===== src/rtl/packet_parity_if.sv =====
// Beat-in / result-out handshake bundle for the packet parity accumulator.
// The slave side is the accumulator; the master side feeds beats and takes results.
interface packet_parity_if #(
    parameter int W  = 8,
    parameter int CW = 8
);
    logic          in_valid;
    logic          in_ready;
    logic [W-1:0]  in_data;
    logic          in_last;
    logic          out_valid;
    logic          out_ready;
    logic          out_parity;
    logic [CW-1:0] out_count;
    logic          out_ovf;

    modport master (
        output in_valid, in_data, in_last, out_ready,
        input  in_ready, out_valid, out_parity, out_count, out_ovf
    );

    modport slave (
        input  in_valid, in_data, in_last, out_ready,
        output in_ready, out_valid, out_parity, out_count, out_ovf
    );
endinterface


===== src/rtl/packet_parity_acc.sv =====
// Accumulates per-packet parity and beat count, then holds one result until the
// consumer takes it. Input is stalled while a result is pending.
module packet_parity_acc #(
    parameter int W    = 8,
    parameter int ODD  = 0,
    parameter int MAXB = 255
) (
    input  logic            clk,
    input  logic            rst_n,
    packet_parity_if.slave  bus
);
    localparam int             CW      = $clog2(MAXB + 1);
    localparam logic [CW-1:0]  MAX_CNT = CW'(MAXB);
    localparam logic           ODD_BIT = (ODD != 0);

    typedef enum logic [1:0] {IDLE, ACCUM, DONE} state_t;

    state_t         state_reg;
    logic           in_ready_reg;
    logic           out_valid_reg;
    logic           out_parity_reg;
    logic           run_par_reg;
    logic           ovf_reg;
    logic [CW-1:0]  count_reg;
    logic           accept;
    logic           beat_par;

    assign accept   = bus.in_valid && in_ready_reg;
    assign beat_par = ^bus.in_data;

    always_ff @(posedge clk or negedge rst_n) begin
        if (!rst_n) begin
            state_reg      <= IDLE;
            in_ready_reg   <= 1'b1;
            out_valid_reg  <= 1'b0;
            out_parity_reg <= 1'b0;
            run_par_reg    <= 1'b0;
            ovf_reg        <= 1'b0;
            count_reg      <= '0;
        end else begin
            case (state_reg)
                IDLE: begin
                    if (accept) begin
                        run_par_reg <= beat_par;
                        count_reg   <= CW'(1);
                        ovf_reg     <= 1'b0;
                        if (bus.in_last) begin
                            state_reg      <= DONE;
                            out_valid_reg  <= 1'b1;
                            in_ready_reg   <= 1'b0;
                            out_parity_reg <= beat_par ^ ODD_BIT;
                        end else begin
                            state_reg <= ACCUM;
                        end
                    end
                end
                ACCUM: begin
                    if (accept) begin
                        run_par_reg <= run_par_reg ^ beat_par;
                        // Counter saturates; the beat that would push it past MAXB flags overflow.
                        if (count_reg == MAX_CNT) begin
                            ovf_reg <= 1'b1;
                        end else begin
                            count_reg <= count_reg + CW'(1);
                        end
                        if (bus.in_last) begin
                            state_reg      <= DONE;
                            out_valid_reg  <= 1'b1;
                            in_ready_reg   <= 1'b0;
                            out_parity_reg <= run_par_reg ^ beat_par ^ ODD_BIT;
                        end
                    end
                end
                DONE: begin
                    if (bus.out_ready) begin
                        state_reg      <= IDLE;
                        out_valid_reg  <= 1'b0;
                        in_ready_reg   <= 1'b1;
                        out_parity_reg <= 1'b0;
                        run_par_reg    <= 1'b0;
                        ovf_reg        <= 1'b0;
                        count_reg      <= '0;
                    end
                end
                default: begin
                    state_reg    <= IDLE;
                    in_ready_reg <= 1'b1;
                end
            endcase
        end
    end

    assign bus.in_ready   = in_ready_reg;
    assign bus.out_valid  = out_valid_reg;
    assign bus.out_parity = out_parity_reg;
    assign bus.out_count  = count_reg;
    assign bus.out_ovf    = ovf_reg;
endmodule


===== src/flat_wrapper.sv =====
// flat-port wrapper written by rule: the top's interface ports become plain ports
module packet_parity_acc_flat 
#(
    parameter int W    = 8,
    parameter int ODD  = 0,
    parameter int MAXB = 255
)
  (clk, rst_n, bus_in_valid, bus_in_data, bus_in_last, bus_out_ready, bus_in_ready, bus_out_valid, bus_out_parity, bus_out_count, bus_out_ovf);
  packet_parity_if #(.W(W), .CW(8)) bus_i ();
  input  logic clk;
  input  logic rst_n;
  input wire logic [$bits(bus_i.in_valid)-1:0] bus_in_valid;
  input wire logic [$bits(bus_i.in_data)-1:0] bus_in_data;
  input wire logic [$bits(bus_i.in_last)-1:0] bus_in_last;
  input wire logic [$bits(bus_i.out_ready)-1:0] bus_out_ready;
  output wire logic [$bits(bus_i.in_ready)-1:0] bus_in_ready;
  output wire logic [$bits(bus_i.out_valid)-1:0] bus_out_valid;
  output wire logic [$bits(bus_i.out_parity)-1:0] bus_out_parity;
  output wire logic [$bits(bus_i.out_count)-1:0] bus_out_count;
  output wire logic [$bits(bus_i.out_ovf)-1:0] bus_out_ovf;
  assign bus_i.in_valid = bus_in_valid;
  assign bus_i.in_data = bus_in_data;
  assign bus_i.in_last = bus_in_last;
  assign bus_i.out_ready = bus_out_ready;
  assign bus_in_ready = bus_i.in_ready;
  assign bus_out_valid = bus_i.out_valid;
  assign bus_out_parity = bus_i.out_parity;
  assign bus_out_count = bus_i.out_count;
  assign bus_out_ovf = bus_i.out_ovf;
  packet_parity_acc #(.W(W), .ODD(ODD), .MAXB(MAXB)) u_core (.clk(clk), .rst_n(rst_n), .bus(bus_i));
endmodule

===== config.mk =====
export PLATFORM = sky130hd
export DESIGN_NAME = packet_parity_acc_flat
export DESIGN_NICKNAME = d
export VERILOG_FILES = /design/src/rtl/packet_parity_if.sv /design/src/rtl/packet_parity_acc.sv /design/src/flat_wrapper.sv
export SDC_FILE = /design/constraint.sdc
export NUM_CORES = 1
export LEC_CHECK = 0
export ABC_AREA = 1
export BUFFER_PORTS_ARGS = -buffer_cell sky130_fd_sc_hd__buf_2
export CELL_PAD_IN_SITES_DETAIL_PLACEMENT = 1
export CELL_PAD_IN_SITES_GLOBAL_PLACEMENT = 2
export CORE_MARGIN = 2
export CORE_UTILIZATION = 26
export DETAILED_ROUTE_END_ITERATION = 12
export MAX_ROUTING_LAYER = met4
export PLACE_DENSITY_LB_ADDON = 0.1
export SYNTH_ARGS = -nofsm -noshare
export SYNTH_HDL_FRONTEND = slang
export SYNTH_SLANG_ARGS = --single-unit

===== constraint.sdc =====
create_clock -name clk -period 1.4 [get_ports clk]
set_input_delay 0.07 -clock clk [delete_from_list [all_inputs] [get_ports clk]]
set_output_delay 0.07 -clock clk [all_outputs]
set_load 0.05 [all_outputs]

==> impl_metrics.tcl <==
set metrics [dict create \
    first_iter_violations 22 \
    ys_seq_area_share_pct 34.2 \
    max_stage_delay_ps 410 \
    fill_cells 526 \
    antenna_cells 0 \
    yosys_warnings 0 \
    maxCapViolations 0 \
    min_period_over_period_pct 107 \
    drive_above_1_share_pct 38.5 \
    avgSynthCellArea_um2 6.89 \
    die_h_um 69.1 \
    route.antenna.remaining_nets 0 \
    via_per_inst 4.49 \
    worstPathMaxFanout 5 \
    stdcell_count 255 \
    fin_util_pct 38.9 \
    synthXorXnorAreaFrac_pct 0.795 \
    pwr_density_cell_nw_per_um2 2040 \
    regArea_um2 383 \
    endpoint_kind "flip-flop" \
    async_reset_ff_share_pct 100 \
    layout_common_cells "nand2_1 (62), buf_2 (24), inv_1 (20), buf_4 (16)" \
    peakVddDrop_mv 1.08 \
    final_common_cell "nand2_1" \
    wl_per_cell_um 12.0 \
    place_congestion 0.823 \
    critical_path_required_ps 1540 \
    synth_mux_area_share_pct 0 \
    rsz0062_at_grt "true" \
    cts_tree "built" \
    power_mw 3.20 \
    root_buffer "clkbuf_8" \
    grt_pass1_wl_um 5380 \
    nets 224 \
    initial_core_util_pct 27.4 \
    status "complete, but fails checks" \
    skew_ps 2.83 \
    routed_wl_um 3060 \
    synth_edf_count 0 \
    tightest_slew_ps 376 \
    h-tree-depth 1 \
    netlist.top_cell.by_area "dfrtp_1" \
    synth_cell_type_count 21 \
    dp_hpwl_um 2460 \
    max-slew-margin-rel_pct 74.9 \
    slew_viol_final 0 \
    design_area_um2 1570 \
    synthAdderAreaFrac_pct 5.68 \
    drt_first_pass_iters 4 \
    ys_ff_latch 15 \
    cts_made_buffers 3 \
    post-route-min-period_ps 1500 \
    die_width_um 69.1 \
    track_usage_pct 14.1 \
    syn_inst 160 \
    grt_start_max_net_pins 16 \
    cts_buffer_depth 2 \
    synth_compound_area_share_pct 9.76 \
    areaGrowthSynthToFinish_pct 42.1 \
    synth_top_area_share_pct 31.8 \
    cts.sinks 15 \
    hp-class "in -> reg" \
    drc 0 \
    path_clk_slew_ps 70 \
    pre_cts_ws_ps -144 \
    synthFlopType "dfrtp_1" \
    crit_type "reg -> reg" \
    cp_cell_sequence "buf_6 -> ha_4 -> clkinv_4 -> nand2_4 -> nand2_4 -> nand3b_4 -> clkinv_4 -> nand2_8 -> buf_4 -> a21oi_2 -> a21oi_1" \
    portBuffers 24 \
    io_pins 25 \
    synth-simple-area-share_pct 38.4 \
    finalHoldViolations 0 \
    dp.cells 244 \
    grt_overflow_total 0 \
    vias 1144 \
    cp.arrival_ps 1640 \
    worstSkewPairLatency_ps 250 \
    fmaxAchievable_mhz 667 \
    antenna_found_initial 0 \
    cp-start-kind "flip-flop" \
    p_leak_nw 0.830 \
    multi_input_area_um2 691 \
    violations "negative setup slack" \
    yosys-top-cells-area "dfrtp_1 (32%), nand2_1 (22%), inv_1 (8.2%)" \
    setup_viol 9 \
    final.setup.worst_slack_ps -98.9 \
    synth_nets 178 \
    grt_pass1_vias 1200 \
    syn_area_um2 1100 \
    coreArea_um2 4030 \
    fp-row-count 23 \
    fp.dieArea_um2 4780 \
    synth_top_family_by_area "simple AND/OR/NAND/NOR gates" \
    dpl_cell_area_um2 1390 \
    cpMaxStageDelayCell "dfrtp_1" \
    largest_reg_flops 8 \
]
==> layout make-up <==
cell class	count	share of cell area (%)
tap	50	3.99
inverter	27	7.91
sequential	15	24.4
timing repair buffer	42	16.7
clock buffer	4	2.88
multi-input combinational	117	44.1
==> timing repair <==
item | CTS | global route
setup endpoints to repair | 13 | 15
buffers inserted | 3 | 3
hold endpoints to repair | 14 | 0
hold buffers | 1 | 0
pin swaps | 4 | 5
gates resized for setup | 16 | 17
==> power breakdown <==
group / switching [mW] / internal [mW] / leakage, nW
Clock: 0.168 / 0.202 / 0.0228
Combinational: 1.29 / 0.850 / 0.618
Sequential: 0.116 / 0.572 / 0.189
Total: 1.57 / 1.62 / 0.830
==> routing by layer <==
metal | part of all wire, % | vias to the layer above | track usage [%] | wire (um)
met2 | 51 | 20 | 24.1 | 1550
met4 | 0.92 | 0 | 3.27 | 28
met1 | 45 | 532 | 16.8 | 1370
li1 | - | 588 | - | -
met5 | 0 | - | - | 0
met3 | 3.3 | 4 | 3.07 | 102
==> critical path: cells and delay by family, from the launching register on <==
family / cells / cell delay (ps)
buffers and inverters: 4 / 400
flip-flops: 1 / 410
AND/OR/NAND/NOR: 4 / 280
adder cells (fa/ha/maj): 1 / 160
AO/OA/AOI/OAI: 2 / 130
==> per-stage QoR <==
| stage | hold WS, ps | setup TNS (ps) |
|---|---|---|
| final | 132 | -495 |
| after detailed placement | 11.7 | -874 |
| after global placement | 2.94 | -266 |
| after global routing | 138 | -1790 |
| after CTS | 145 | -405 |
| after floorplan | -226 | -521 |
==> cell usage after synthesis, drive strengths merged, types with 2 or more instances <==
| cell type | n |
|---|---|
| nand2 | 71 |
| inv | 26 |
| dfrtp | 14 |
| o21ai | 14 |
| nor2 | 9 |
| nand3 | 6 |
| ha | 5 |
| nand4 | 4 |
| a21oi | 3 |
| o21a | 2 |
==> logic make-up after synthesis <==
kind of cell | after synthesis
compound gates | 20
xor+xnor | 1
fa+ha+maj | 5
buf+inv | 28
flops | 15
simple gates | 91
==> path summary, 6_finish.rpt <==
check / from / endpoint / slack [ps] / cells past startpoint
min in group asynchronous: rst_n / u_core.bus.out_count[6] / 260 / 2
worst max-delay path: u_core.state_reg[0] / u_core.bus.out_count[2] / -100 / 11
worst min register to register: u_core.run_par_reg / u_core.run_par_reg / 490 / 2
worst min-delay path: bus_in_last / u_core.state_reg[1] / 130 / 3
max in group asynchronous: rst_n / u_core.bus.in_ready / 830 / 2
worst max register to register: u_core.state_reg[0] / u_core.bus.out_count[2] / -100 / 11
Note: power is estimated with default switching activity, not from simulation.
